### src/rtl/reg_pkg.sv
// Shared types for the writeback stage and the register-file write request.
// Widths are fixed here so that every unit sees the same bus layout.
package reg_pkg;

    localparam int unsigned DATA_W     = 32;
    localparam int unsigned NREGS      = 32;
    localparam int unsigned REG_W      = $clog2(NREGS);
    localparam int unsigned FIFO_DEPTH = 2;

    typedef logic [REG_W-1:0] reg_t;

    typedef struct packed {
        logic pc_branch;
    } wb_fur_sig_t;

    typedef struct packed {
        logic              valid_in;
        reg_t              addr_in;
        logic [DATA_W-1:0] data_in;
        wb_fur_sig_t       fur_sig;
    } wb_to_reg_req_t;

    typedef struct packed {
        logic              wb_wr;
        reg_t              reg_dst;
        logic [DATA_W-1:0] data;
        logic              branch;
        logic [DATA_W-1:0] target;
    } alu_to_wb_t;

    localparam int unsigned ALU_TO_WB_W = $bits(alu_to_wb_t);

    // r0 is hardwired, so nothing is ever written to it or tracked for it.
    function automatic logic is_writable(reg_t r);
        return r != '0;
    endfunction

endpackage

### src/rtl/wb_fifo.sv
// Valid/ready FIFO with synchronous flush and an occupancy count.
// Ready is a flop computed from the next count, so it is 0 during reset.
module wb_fifo #(
    parameter int unsigned W     = 8,
    parameter int unsigned DEPTH = 2
) (
    input  logic                         clk,
    input  logic                         arstn,
    input  logic                         push_valid,
    output logic                         push_ready,
    input  logic [W-1:0]                 push_data,
    input  logic                         pop,
    output logic [W-1:0]                 head,
    input  logic                         flush,
    output logic [$clog2(DEPTH+1)-1:0]   count
);

    localparam int unsigned PTR_W = $clog2(DEPTH);
    localparam int unsigned CNT_W = $clog2(DEPTH + 1);

    logic [W-1:0]     mem [DEPTH];
    logic [PTR_W-1:0] wr_ptr;
    logic [PTR_W-1:0] rd_ptr;
    logic [CNT_W-1:0] cnt_q;
    logic [CNT_W-1:0] cnt_d;
    logic             ready_q;
    logic             do_push;
    logic             do_pop;

    assign do_pop  = pop && (cnt_q != '0);
    assign do_push = push_valid && ready_q && !flush;

    // Flush wins over a simultaneous push; push+pop keeps the count.
    always_comb begin
        cnt_d = cnt_q;
        if (flush) begin
            cnt_d = '0;
        end else if (do_push && !do_pop) begin
            cnt_d = cnt_q + CNT_W'(1);
        end else if (!do_push && do_pop) begin
            cnt_d = cnt_q - CNT_W'(1);
        end
    end

    always_ff @(posedge clk or negedge arstn) begin
        if (!arstn) begin
            cnt_q   <= '0;
            ready_q <= 1'b0;
            wr_ptr  <= '0;
            rd_ptr  <= '0;
        end else begin
            cnt_q   <= cnt_d;
            ready_q <= (cnt_d != CNT_W'(DEPTH));
            if (flush) begin
                wr_ptr <= '0;
                rd_ptr <= '0;
            end else begin
                if (do_push) begin
                    wr_ptr <= wr_ptr + PTR_W'(1);
                end
                if (do_pop) begin
                    rd_ptr <= rd_ptr + PTR_W'(1);
                end
            end
        end
    end

    // Payload storage needs no reset; occupancy is tracked by cnt_q.
    always_ff @(posedge clk) begin
        if (do_push) begin
            mem[wr_ptr] <= push_data;
        end
    end

    assign head       = mem[rd_ptr];
    assign push_ready = ready_q;
    assign count      = cnt_q;

endmodule

### src/rtl/wb_unit.sv
// Writeback stage: merges load responses and buffered ALU results into one
// register write per cycle, issues fetch redirects and tracks pending loads.
module wb_unit
    import reg_pkg::*;
#(
    parameter int unsigned FIFO_DEPTH = reg_pkg::FIFO_DEPTH
) (
    input  logic              clk,
    input  logic              arstn,
    input  logic              alu_valid_i,
    output logic              alu_ready_o,
    input  logic              alu_wb_wr_i,
    input  logic [REG_W-1:0]  alu_reg_dst_i,
    input  logic [DATA_W-1:0] alu_data_i,
    input  logic              alu_branch_i,
    input  logic [DATA_W-1:0] alu_target_i,
    input  logic              ld_issue_i,
    input  logic [REG_W-1:0]  ld_issue_dst_i,
    input  logic              ld_rsp_valid_i,
    input  logic [REG_W-1:0]  ld_rsp_dst_i,
    input  logic [DATA_W-1:0] ld_rsp_data_i,
    output logic              wb_valid_o,
    output logic [REG_W-1:0]  wb_addr_o,
    output logic [DATA_W-1:0] wb_data_o,
    output logic              wb_pc_branch_o,
    output logic              redirect_valid_o,
    output logic [DATA_W-1:0] redirect_pc_o,
    output logic [NREGS-1:0]  busy_o,
    output logic              err_o
);

    localparam int unsigned CNT_W = $clog2(FIFO_DEPTH + 1);

    alu_to_wb_t        alu_in;
    alu_to_wb_t        head;
    logic [CNT_W-1:0]  fifo_count;
    logic              pop_c;
    logic              flush_c;

    wb_to_reg_req_t    wb_q;
    wb_to_reg_req_t    wb_d;
    logic              redir_q;
    logic              redir_d;
    logic [DATA_W-1:0] redir_pc_q;
    logic [DATA_W-1:0] redir_pc_d;
    logic [NREGS-1:0]  busy_q;
    logic [NREGS-1:0]  busy_d;
    logic              err_q;
    logic              err_d;

    assign alu_in = '{
        wb_wr:   alu_wb_wr_i,
        reg_dst: alu_reg_dst_i,
        data:    alu_data_i,
        branch:  alu_branch_i,
        target:  alu_target_i
    };

    wb_fifo #(
        .W     (ALU_TO_WB_W),
        .DEPTH (FIFO_DEPTH)
    ) u_fifo (
        .clk        (clk),
        .arstn      (arstn),
        .push_valid (alu_valid_i),
        .push_ready (alu_ready_o),
        .push_data  (alu_in),
        .pop        (pop_c),
        .head       (head),
        .flush      (flush_c),
        .count      (fifo_count)
    );

    // Write-port arbitration: a load response always takes the slot; the ALU head waits.
    always_comb begin
        pop_c                = 1'b0;
        flush_c              = 1'b0;
        wb_d                 = wb_q;
        wb_d.valid_in        = 1'b0;
        wb_d.fur_sig         = '0;
        redir_d              = 1'b0;
        redir_pc_d           = redir_pc_q;
        if (ld_rsp_valid_i) begin
            if (is_writable(ld_rsp_dst_i)) begin
                wb_d.valid_in = 1'b1;
                wb_d.addr_in  = ld_rsp_dst_i;
                wb_d.data_in  = ld_rsp_data_i;
            end
        end else if (fifo_count != '0) begin
            pop_c = 1'b1;
            if (head.wb_wr && is_writable(head.reg_dst)) begin
                wb_d.valid_in = 1'b1;
                wb_d.addr_in  = head.reg_dst;
                wb_d.data_in  = head.data;
            end
            if (head.branch) begin
                redir_d                   = 1'b1;
                redir_pc_d                = head.target;
                flush_c                   = 1'b1;
                wb_d.fur_sig.pc_branch    = 1'b1;
            end
        end
    end

    // Pending-load scoreboard; the error check looks at the state before this cycle's clear.
    always_comb begin
        busy_d = busy_q;
        err_d  = err_q;
        if (ld_issue_i && is_writable(ld_issue_dst_i) && busy_q[ld_issue_dst_i]) begin
            err_d = 1'b1;
        end
        if (ld_rsp_valid_i && is_writable(ld_rsp_dst_i)) begin
            busy_d[ld_rsp_dst_i] = 1'b0;
        end
        if (ld_issue_i && is_writable(ld_issue_dst_i)) begin
            busy_d[ld_issue_dst_i] = 1'b1;
        end
    end

    always_ff @(posedge clk or negedge arstn) begin
        if (!arstn) begin
            wb_q       <= '0;
            redir_q    <= 1'b0;
            redir_pc_q <= '0;
            busy_q     <= '0;
            err_q      <= 1'b0;
        end else begin
            wb_q       <= wb_d;
            redir_q    <= redir_d;
            redir_pc_q <= redir_pc_d;
            busy_q     <= busy_d;
            err_q      <= err_d;
        end
    end

    assign wb_valid_o       = wb_q.valid_in;
    assign wb_addr_o        = wb_q.addr_in;
    assign wb_data_o        = wb_q.data_in;
    assign wb_pc_branch_o   = wb_q.fur_sig.pc_branch;
    assign redirect_valid_o = redir_q;
    assign redirect_pc_o    = redir_pc_q;
    assign busy_o           = busy_q;
    assign err_o            = err_q;

endmodule
### config.mk
export PLATFORM = sky130hd
export DESIGN_NAME = wb_unit
export DESIGN_NICKNAME = d
export VERILOG_FILES = /design/src/rtl/reg_pkg.sv /design/src/rtl/wb_fifo.sv /design/src/rtl/wb_unit.sv
export SDC_FILE = /design/constraint.sdc
export NUM_CORES = 1
export LEC_CHECK = 0
export CORE_AREA = 3 3 144 146
export DETAILED_ROUTE_END_ITERATION = 10
export DIE_AREA = 0 0 147 149
export HOLD_SLACK_MARGIN = 0.05
export PLACE_DENSITY = 0.79
export SLEW_MARGIN = 30
export SYNTH_ARGS = -nofsm -noshare
export SYNTH_HDL_FRONTEND = slang
export SYNTH_SLANG_ARGS = --single-unit
### constraint.sdc
create_clock -name clk -period 8.45 [get_ports clk]
set_input_delay 1.2675 -clock clk [delete_from_list [all_inputs] [get_ports clk]]
set_output_delay 1.2675 -clock clk [all_outputs]
set_load 0.05 [all_outputs]
Word level (Yosys, flattened, before mapping). Memories as Yosys holds them, arrays and structs flattened. Index checks and enable logic that the tools add are counted. Widths: inputs -> output; s select.

Muxes and demuxes: 27. Div/mod/pow operators: 0. Shifts and indexed selects: 0. Add/sub/neg operators: 4. Magnitude comparators: 4. Multiply operators: 0. Eq/ne operators: 2. Bitwise gates (word level): 4. Reductions and logical operators: 24.

Operators with widths (number): $mux 38 (3); $mux 32 (2); $mux 39 (1); $and 32x32->32 (1); $not 32->32 (1); $or 32x32->32 (1); $mux 1 (15); $reduce_bool 5->1 (3); $lt 5x6->1 const B (2); $logic_and 1x1->1 (11); $demux 1 s5 (2); $ge 5x1->1 const B (2); $reduce_bool 2->1 (5); $mux 2 (3); $reduce_and 3->1 (2); $bmux 1 s5 (1); $logic_not 1->1 (3); $add 1x1->1 const B (2); $add 2x1->2 const B (1); $ne 2x1->1 const B (1); $ne 2x2->1 const B (1); $sub 2x1->2 const B (1); $not 1->1 (1).

Latch bits: 0. Bits in writable memories: 142. Output and inout bits: 106. Memories: 1. ROM bits: 0. Bits in registers: 110. Logic and storage cells: 78. Input port bits: 118.

Memory list: u_fifo.mem (words 2, width 71, read ports 1, clocked after Yosys merged registers in 0, write ports 1, line wb_fifo.sv:21) `logic [W-1:0] mem [DEPTH];`.

Longest topological paths before layout. An unclocked memory read counts as a cell.

Depth after elaboration: 12. Mapped depth: 9.

Hierarchy. From an unflattened synthesis, not the netlist that was laid out.

Cells, all modules: 660. Area total of the unflattened synthesis: 9983.3 µm².

Modules (own cells, without submodules): wb_fifo (times used 1, area an instance 5431.5 µm², cells an instance 251); wb_unit (times used 1, area an instance 4551.9 µm², cells an instance 409).

Worst setup path before layout. Ideal clock, no wire load.

Path type: input port to flip-flop. Start point: in ld_rsp_valid_i. End point: mem u_fifo.mem[1][0] (netlist name) (enable). Buffers on the path: 2. Data required time: 7.848 ns. Library setup time: 0.602 ns. Stages: 5. Slack: 0.675 ns. Data arrival time: 7.173 ns. Path through: clkbuf_1 or2_2 nor2_1 buf_2 nor3b_1.

Word-level cells in the longest chain between the ends: 5.

Ends and longest elaborated chain: start, declared (line wb_unit.sv:19) `input logic ld_rsp_valid_i,`; $mux 1 (line wb_unit.sv:83) `if (ld_rsp_valid_i) begin`; $logic_not 1->1 (line wb_fifo.sv:31) `assign do_push = push_valid && ready_q && !flush;`; $logic_and 1x1->1 (line wb_fifo.sv:31); $mux 1 (line wb_fifo.sv:70) `if (do_push) begin`; $mux 1 (implied by the code) (line wb_fifo.sv:71) `mem[wr_ptr] <= push_data;`; end, declared (line wb_fifo.sv:21).

Every way passes these cells.

Worst setup path in the final report.
Start point: reg u_fifo.rd_ptr. End point: reg wb_q, in the netlist wb_addr_o[0].

Word-level cells in the longest chain between the ends: 5. Elaborated cells on any way between the ends: 8. Those cells by class: 3 x mux; 4 x reduce/logical; 1 x memory.

Ends and longest elaborated chain: start, declared (line wb_fifo.sv:23) `logic [PTR_W-1:0] rd_ptr;`; start signal, assigned (line wb_fifo.sv:62) `rd_ptr <= rd_ptr + PTR_W'(1);`; $mem_v2 2x71 *; $reduce_bool 5->1 (line reg_pkg.sv:35) `return r != '0;`; $logic_and 1x1->1 (line wb_unit.sv:91) `if (head.wb_wr && is_writable(head.reg_dst)) begin`; $reduce_bool 2->1 (no source line); $reduce_and 3->1 (no source line); end signal, assigned (line wb_unit.sv:128) `wb_q <= wb_d;`; end, declared (line wb_unit.sv:40) `wb_to_reg_req_t wb_q;`.

Every way passes the cells marked *; elsewhere a longest branch is shown, timed or not. The select of a mux whose other input is x is not followed. A chain may end at the register's enable or synchronous reset.

==> reports/qor.yml <==
status:
  status: "finished clean"
clocking:
  clk_pin_slew_ns: 0.06
  cts_resized: 0
  cts_buffers: 25
  hold_buffers: 0
  clockRootBuffer: "clkbuf_16"
  h-tree-depth: 1
  cts_tree: "built"
  post-cts-setup-buffer-count: 0
  insertion_delay_ns: 0.51
  clock-sinks: 251
  cts_max_path_buffers: 3
floorplanning:
  die_h_um: 149
  die_w_um: 147
  die_area_mm2: 0.0219
  num_io_pins: 224
  initial_core_util_pct: 49.8
  coreArea_mm2: 0.0195
  rows: 51
sta:
  rsz0062_at_grt: "false"
  slew_headroom_pct: 46.6
  setup_violations: 0
  fmax_mhz: 270
  slew_viol_final: 0
  skew_ns: 0.0130
  finalHoldViolCount: 0
  tightest_slew_ns: 0.799
  fin_crit_ns: 3.70
  fin_tns_setup_ns: 0
  fin_crit_sh_pct: 43.8
global_route:
  first_global_vias: 6704
  grt_overflow_total: 0
  grt_pass1_wl_um: 35600
  antenna_found_initial: 2
  grt_use_total_pct: 20.4
  grt_max_degree: 72
final_layout:
  syn_to_final_growth_pct: 34.8
  nets: 998
  multiInputGateArea_mm2: 0.00251
  area.sequential_mm2: 0.00700
  drive_gt1_share_pct: 7.68
  final_area_mm2: 0.0131
  fill_cells: 1409
pwr:
  max-vdd-ir-drop_mv: 0.273
  power.density_mw_per_mm2: 369
  power_leakage_uw: 0.00488
drt:
  ant_nets: 0
  vias_per_cell: 5.48
  vias: 6378
  drcViolationCount: 0
  drt_pre_antenna_iters: 5
  routedWlPerCell_um: 19.6
  drtIter0Drc: 394
  wl_um: 22800
worst_setup_path:
  startpoint_type: "register"
  cp.required_ns: 8.84
  critPathArrivalTime_ns: 4.09
  end_kind: "register"
  worstPathMaxFanout: 39
  path_class: "register to register"
synth:
  synth.area.top_cells: "edfxtp_1 44%, dfrtp_1 28%, mux2i_1 8.0%, a221o_1 3.7%, o21ai_0 3.3%"
  synthCells: 662
  synth_area_per_cell_um2: 14.7
  ys_seq_area_share_pct: 71.9
  ys_async_sr_fraction_pct: 43.4
  synth_top_area_share_pct: 43.9
  synth-seq-cells: 251
  yosys.cell_count.top_type: "edfxtp_1"
  synth_enable_flop_cells: 142
  synth_cell_types: 44
  synth_warnings: 0
  netlist_area_mm2: 0.00972
  yosys-top-cells-count: "142 x edfxtp_1, 109 x dfrtp_1, 78 x mux2i_1"
  synth_top_area_cell: "edfxtp_1"
  synth-main-ff-cell: "edfxtp_1"
  synth_nets: 781
placed_design:
  io_buffers: 223
  globalplace.congestion: 0.870
  dpl.hpwl_um: 15100
  placed_area_mm2: 0.0121
run:
  drv_cap: 0
hold_path:
  min_path_type: "register to register"
==> routing by layer <==
layer	track usage, %	up-vias	share of wire [%]
met4	6.48	4	2.7
met2	33.7	247	49
met5	0	-	0.12
met3	5.47	46	8.6
met1	26.6	3149	39
li1	-	2932	-
==> where the power goes <==
group	internal (µW)	switching, µW	leakage [µW]	total (µW)
Clock	775	456	0.000460	1230
Sequential	1650	216	0.00260	1870
Combinational	624	1120	0.00183	1740
Total	3050	1790	0.00488	4840
==> layout make-up <==
| class | instances | share of cell area, % |
|---|---|---|
| timing repair buffer | 230 | 17.6 |
| multi-input combinational | 366 | 19.2 |
| clock buffer | 32 | 5.36 |
| antenna | 1 | 0.0191 |
| sequential | 251 | 53.4 |
| tap | 265 | 2.53 |
| inverter | 5 | 0.143 |
| clock inverter | 14 | 1.78 |
==> worst paths after layout <==
kind                                          to  slack, ns          start  cells after the start
worst max-delay path                wb_addr_o[0]       4.75  u_fifo.rd_ptr                      7
worst max register to register      wb_addr_o[0]       4.75  u_fifo.rd_ptr                      7
worst min-delay path                   busy_o[0]       0.41      busy_o[0]                      0
worst min register to register         busy_o[0]       0.41      busy_o[0]                      0
min in group asynchronous       redirect_pc_o[7]       0.77          arstn                      1
max in group asynchronous          u_fifo.rd_ptr       6.32          arstn                      2
==> cell usage in the layout (no fill, tap or decap), types with 2 or more instances in the layout <==
cell type	netlist	layout
mux4_2	4	4
or2_2	3	3
nand3b_1	6	6
edfxtp_1	142	142
bufinv_16	0	6
or3b_2	2	2
buf_6	5	2
inv_4	0	2
a21o_1	2	2
o21ai_0	64	64
mux2_1	2	2
nand2b_1	3	3
nand3_1	10	10
nor2b_1	4	4
buf_4	3	5
nand4_1	2	2
clkbuf_1	14	3
a21oi_1	34	34
clkbuf_8	0	3
clkdlybuf4s50_1	0	222
dfrtp_1	109	108
o22ai_1	4	4
clkbuf_16	0	26
a221o_1	36	36
mux2i_1	78	78
clkinv_2	0	3
nor2_1	76	75
inv_1	4	4
a311oi_1	2	2
or4_1	2	2
nand2_1	15	15
==> per-stage QoR <==
stage	setup WS, ns	util, %	hold slack (ns)	cells	total power (µW)
after CTS	4.42	66.9	0.420	1162	4870
after global routing	4.54	67.1	0.435	1163	5060
after detailed placement	4.32	62.1	0.406	1116	3630
after global placement	4.40	62.1	0.415	1116	3590
final	4.75	67.1	0.411	1164	4840
after floorplan	0.675	-	0.516	662	3040
==> cells by family (layout without fill, tap and decap cells) <==
kind of cell             Yosys count  in the layout  synth area share [%]
buffers and inverters             45            281                  2.39
AO/OA/AOI/OAI                    148            148                  9.92
AND/OR/NAND/NOR                  131            131                  6.27
flip-flops                       251            251                  71.9
adder cells (fa/ha/maj)            1              1                 0.129
other                              0              1                     0
XOR/XNOR                           2              2                 0.180
multiplexers                      84             84                  9.19
==> flip-flops by register name, summed over array words and instances, names as in the netlist <==
signal	flops
busy_o	32
err_o	1
redirect_pc_o	32
redirect_valid_o	1
u_fifo.count	2
u_fifo.mem	142
u_fifo.push_ready	1
u_fifo.rd_ptr	1
u_fifo.wr_ptr	1
wb_addr_o	5
wb_data_o	32
wb_valid_o	1
==> critical path: stages (launching register included) <==
cell and delay [ns]:
dfrtp_4 0.84, buf_4 0.66, or4b_1 0.49, o22ai_1 0.18
a21o_4 0.38, nor2b_4 0.43, buf_16 0.22, mux2_1 0.33
Note: power is estimated with default switching activity, not from simulation.
